[src/rtl/serial_bit_serializer_pkg.sv]
// Shared definitions for the serial bit serializer: FSM state encoding and
// the bit-counter width helper. The downstream detector uses the same encodings.
package serial_bit_serializer_pkg;

  typedef enum logic {
    ST_IDLE  = 1'b0,
    ST_SHIFT = 1'b1
  } state_e;

  // Counter width for a mod-width counter; never narrower than one bit.
  function automatic int cnt_w(input int width);
    return (width > 1) ? $clog2(width) : 1;
  endfunction

endpackage

[src/rtl/serial_bit_counter.sv]
// Mod-WIDTH bit counter with clear, enable and terminal-count flag.
// tc marks the last bit of the word currently on the serial output.
module serial_bit_counter
  import serial_bit_serializer_pkg::*;
#(
  parameter int WIDTH = 8
) (
  input  logic clk,
  input  logic rst,
  input  logic clr,
  input  logic en,
  output logic tc
);

  localparam int CNT_W = cnt_w(WIDTH);
  localparam logic [CNT_W-1:0] CNT_LAST = CNT_W'(WIDTH - 1);

  logic [CNT_W-1:0] cnt_q;
  logic [CNT_W-1:0] cnt_d;

  // Next count: clear wins, otherwise wrap at the last bit.
  always_comb begin
    cnt_d = cnt_q;
    if (clr) begin
      cnt_d = '0;
    end else if (en) begin
      cnt_d = (cnt_q == CNT_LAST) ? '0 : cnt_q + CNT_W'(1);
    end
  end

  // Count register, cleared asynchronously.
  always_ff @(posedge clk or posedge rst) begin
    if (rst) begin
      cnt_q <= '0;
    end else begin
      cnt_q <= cnt_d;
    end
  end

  assign tc = (cnt_q == CNT_LAST);

endmodule

[src/rtl/serial_bit_serializer.sv]
// Parallel-to-serial feeder: takes WIDTH-bit words over valid/ready and
// shifts them out one bit per clock. A one-word holding register lets a
// word queued during shifting follow the current one without an idle gap.
module serial_bit_serializer
  import serial_bit_serializer_pkg::*;
#(
  parameter int WIDTH      = 8,
  parameter bit MSB_FIRST  = 1'b1,
  parameter bit IDLE_LEVEL = 1'b0
) (
  input  logic             clk,
  input  logic             rst,
  input  logic             load_valid,
  output logic             load_ready,
  input  logic [WIDTH-1:0] load_data,
  output logic             out,
  output logic             out_valid,
  output logic             frame_start,
  output logic             busy
);

  state_e           state_q, state_d;
  logic [WIDTH-1:0] shreg_q, shreg_d;
  logic [WIDTH-1:0] hold_q, hold_d;
  logic             hold_full_q, hold_full_d;
  logic             out_q, out_d;
  logic             out_valid_q, out_valid_d;
  logic             frame_start_q, frame_start_d;
  logic             busy_q, busy_d;
  logic             accept;
  logic             last_bit;

  // Bit that leaves first from a freshly loaded word.
  function automatic logic first_bit(input logic [WIDTH-1:0] w);
    return MSB_FIRST ? w[WIDTH-1] : w[0];
  endfunction

  // Word with its leading bit consumed, so the next bit sits in the first position.
  function automatic logic [WIDTH-1:0] shift_word(input logic [WIDTH-1:0] w);
    return MSB_FIRST ? {w[WIDTH-2:0], 1'b0} : {1'b0, w[WIDTH-1:1]};
  endfunction

  // Ready depends only on registered state and reset, never on load_valid.
  assign load_ready = !rst && !hold_full_q;
  assign accept     = load_valid && load_ready;

  // The counter idles at zero and advances once per shifted bit.
  serial_bit_counter #(
    .WIDTH(WIDTH)
  ) u_cnt (
    .clk(clk),
    .rst(rst),
    .clr(state_q == ST_IDLE),
    .en (state_q == ST_SHIFT),
    .tc (last_bit)
  );

  // Next-state, datapath and registered-output decisions.
  always_comb begin
    state_d       = state_q;
    shreg_d       = shreg_q;
    hold_d        = hold_q;
    hold_full_d   = hold_full_q;
    out_d         = out_q;
    out_valid_d   = out_valid_q;
    frame_start_d = 1'b0;
    unique case (state_q)
      ST_IDLE: begin
        out_d       = IDLE_LEVEL;
        out_valid_d = 1'b0;
        if (accept) begin
          state_d       = ST_SHIFT;
          shreg_d       = shift_word(load_data);
          out_d         = first_bit(load_data);
          out_valid_d   = 1'b1;
          frame_start_d = 1'b1;
        end
      end
      ST_SHIFT: begin
        if (!last_bit) begin
          shreg_d     = shift_word(shreg_q);
          out_d       = first_bit(shreg_q);
          out_valid_d = 1'b1;
          if (accept) begin
            hold_d      = load_data;
            hold_full_d = 1'b1;
          end
        end else if (hold_full_q) begin
          // Queued word follows immediately; ready is low so no accept here.
          shreg_d       = shift_word(hold_q);
          out_d         = first_bit(hold_q);
          out_valid_d   = 1'b1;
          frame_start_d = 1'b1;
          hold_full_d   = 1'b0;
        end else if (accept) begin
          shreg_d       = shift_word(load_data);
          out_d         = first_bit(load_data);
          out_valid_d   = 1'b1;
          frame_start_d = 1'b1;
        end else begin
          state_d     = ST_IDLE;
          out_d       = IDLE_LEVEL;
          out_valid_d = 1'b0;
        end
      end
      default: begin
        state_d = ST_IDLE;
      end
    endcase
    busy_d = (state_d == ST_SHIFT) || hold_full_d;
  end

  // Control state and outputs, cleared asynchronously so a reset drops any word.
  always_ff @(posedge clk or posedge rst) begin
    if (rst) begin
      state_q       <= ST_IDLE;
      hold_full_q   <= 1'b0;
      out_q         <= IDLE_LEVEL;
      out_valid_q   <= 1'b0;
      frame_start_q <= 1'b0;
      busy_q        <= 1'b0;
    end else begin
      state_q       <= state_d;
      hold_full_q   <= hold_full_d;
      out_q         <= out_d;
      out_valid_q   <= out_valid_d;
      frame_start_q <= frame_start_d;
      busy_q        <= busy_d;
    end
  end

  // Word storage; contents are meaningless unless qualified by state/hold_full.
  always_ff @(posedge clk) begin
    shreg_q <= shreg_d;
    hold_q  <= hold_d;
  end

  assign out         = out_q;
  assign out_valid   = out_valid_q;
  assign frame_start = frame_start_q;
  assign busy        = busy_q;

endmodule
[config.mk]
export PLATFORM = sky130hd
export DESIGN_NAME = serial_bit_serializer
export DESIGN_NICKNAME = d
export VERILOG_FILES = /design/src/rtl/serial_bit_serializer_pkg.sv /design/src/rtl/serial_bit_counter.sv /design/src/rtl/serial_bit_serializer.sv
export SDC_FILE = /design/constraint.sdc
export NUM_CORES = 1
export LEC_CHECK = 0
export CAP_MARGIN = 20
export CORE_MARGIN = 2
export CORE_UTILIZATION = 50
export CTS_BUF_LIST = sky130_fd_sc_hd__clkbuf_2
export CTS_CLUSTER_SIZE = 25
export DETAILED_ROUTE_END_ITERATION = 16
export PLACE_DENSITY_LB_ADDON = 0.12
export SETUP_SLACK_MARGIN = 0.4
export SYNTH_ARGS = -nofsm -noshare
export SYNTH_HDL_FRONTEND = slang
export SYNTH_SLANG_ARGS = --single-unit
[constraint.sdc]
create_clock -name clk -period 2.6 [get_ports clk]
set_clock_uncertainty 0.05 [all_clocks]
set_input_delay 0.52 -clock clk [delete_from_list [all_inputs] [get_ports clk]]
set_output_delay 0.52 -clock clk [all_outputs]
set_load 0.01 [all_outputs]
==> out/qor.txt <==
Status = finished clean
Top-count cell post-synth = a21oi_1
Post-synth top area share = 21.0%
Post-synthesis net count = 110
Cts hold-fix bufs = 0
ANT cells = 0
Setup Crit Path Kind = input port to output port
Clock root cell = clkbuf_2
Cell taking the most area after synthesis = edfxtp_1
Final ANT Viol Nets = 0
Worst setup SP type = input port
Worst R2R End = hold_q[1]
Post-layout util = 60.7%
Post-CTS Setup Inserts = 0
Layout area overhead = 16.3%
Max Freq = 0.498 GHz
Min-delay src = u_cnt.cnt_q[0]
PostCTS Resize Cnt = 1
Die Height = 51.8 um
#FFs+latches synth = 24
Relative slew slack = 72.8%
Fraction of layout cells with a size suffix above 1 = 16.8%
Leak = 0.584 nW
Yosys cell types = 31
Min-Delay Endpoint = u_cnt.cnt_q[0]
Final Routed Wirelength = 2130 um
Critical Path, Cell by Cell = clkdlybuf4s50_1, nor2_1, dlygate4sd2_1
Least-Margin Pin Slew = 0.408 ns
Worst r2r src = u_cnt.cnt_q[0]
FF+latch area = 601 sq um
Hold crit path type = flop to flop
Wirelength per Cell = 15.1 um
Buffer and inverter count on the worst path = 2
Global placement routability congestion = 0.717
Cell area after layout = 0.00133 sq mm
Num rows = 17
Slew Limit Fails = 0
# IOs = 16
Worst-path clk slew = 0.20 ns
TritonCTS Buffers = 3
Starting Density = 52.1%
Min Tclk post-route = 2.01 ns
WHS Path Cells = 1
CP arrival = 1.44 ns
PortBufs = 15
Footprint of the multi-input gates = 472 sq um
Hpwl dp = 1540 um
Crit-path max FO = 5
Max Buffers Root-to-Sink = 2
CP top delay family = buffers and inverters
Largest net degree at the start of global routing = 25
GRT Overall Usage = 18.0%
DRC viols = 0
Cell Pwr Density = 861 mW/mm^2
Sequential area share after synthesis = 52.6%
Worst path slowest cell = clkdlybuf4s50_1
Post-Syn Instances = 96
Async set-reset flop share out of synthesis = 33.3%
Worst reg2reg setup slack = 0.79 ns
Number of synthesized flops with an enable pin = 8
Crit. End Element = output port
Die ar. = 0.00268 sq mm
Chip Width = 51.8 um
Clock Sink Count = 24
Max-cap violations = 0
Final setup viols = 0
Top post-synthesis cells by count = a21oi_1 (9), dfrtp_1 (8), dfxtp_1 (8), edfxtp_1 (8)
Vias in the first global route = 769
Grt total ovfl = 0
CTS tree = yes
Setup tns final = 0 ns
First-pass GRT wire length = 3440 um
Worst vdd ir = 0.438 mV
Via count = 772
Cell Area, Synth = 0.00114 sq mm
Synth warn = 0
Final hold viol count = 0
Area of the core = 0.00219 sq mm
Initial antenna violation count = 0
Worst EP required = 2.03 ns
RSZ-0062 raised after global routing = false
Clk Latency, worst-skew pair = 0.33 ns
Filler cell count = 189
Placed cell areas = 0.00131 sq mm
Nets@finish = 128
Area contributors post-synth = edfxtp_1 (21%), dfrtp_1 (18%), dfxtp_1 (14%)
Initial DRT Pass Iterations = 4
Routed vias/inst = 5.48
Main flop type after synthesis = edfxtp_1
Critical Path Max Stage Delay = 0.57 ns
Reg2Reg Depth = 6
1st-iter DRT viols = 18
H-tree Lvls = 1
Fin crit share = 77.2%
Post-Syn Area per Cell = 11.9 sq um
cell families after synthesis:
logic type	synth area share, %
compound gates	16.4
simple gates	15.3
flops	52.6
buf+inv	6.13
mux	6.24
fa+ha+maj	3.29
state kept, by name (all words and copies together) (netlist names):
| register | flops |
|---|---|
| out_valid | 1 |
| hold_full_q | 1 |
| shreg_q | 8 |
| out | 1 |
| frame_start | 1 |
| hold_q | 8 |
| busy | 1 |
| u_cnt.cnt_q | 3 |
stage by stage:
step                      worst slack, ns  instances  hold WS (ns)  power, W
after floorplan                     0.684         96         0.358  0.000897
after global placement              0.356        137         0.371  0.000998
after detailed placement            0.289        137         0.380   0.00101
after CTS                           0.594        141         0.402   0.00115
after global routing                0.576        141         0.410   0.00124
final                               0.592        141         0.397   0.00114
layer usage:
metal / up-vias / global-route usage, % / wire (um)
met5: - / 0 / 0
met4: 0 / 7.89 / 9
met3: 2 / 2.87 / 63
met2: 11 / 29.7 / 1040
met1: 374 / 23.5 / 1020
li1: 385 / - / -
layout make-up:
type	count	share of cell area (%)
timing repair buffer	21	14.6
tap	28	2.64
sequential	24	45.2
clock buffer	4	1.51
inverter	2	0.565
multi-input combinational	62	35.5
power breakdown:
group          leakage (nW)  internal, W  switching [W]
clock network        0.0166    0.0000407       0.000104
logic                 0.338     0.000231       0.000218
registers             0.230     0.000495      0.0000556
total                 0.584     0.000766       0.000378
layout by cell type, fill, tap and decap left out, types with 6 or more instances in the layout:
cell type | synthesis | routed
and3b_2 | 6 | 6
mux2i_1 | 6 | 6
a211o_1 | 6 | 6
dfrtp_1 | 8 | 8
clkdlybuf4s50_1 | 0 | 14
dfxtp_1 | 8 | 8
buf_4 | 4 | 6
a22o_1 | 6 | 6
edfxtp_1 | 8 | 8
a21oi_1 | 9 | 9
worst max-delay path by stage:
stage                             to  depth (start not counted)      startpoint
after floorplan            hold_q[0]                          5  u_cnt.cnt_q[0]
after detailed placement   hold_q[0]                          4             rst
after global placement    load_ready                          3             rst
final                     load_ready                          3             rst
after CTS                 load_ready                          3             rst
after global routing      load_ready                          3             rst
Note: power is estimated with default switching activity, not from simulation.
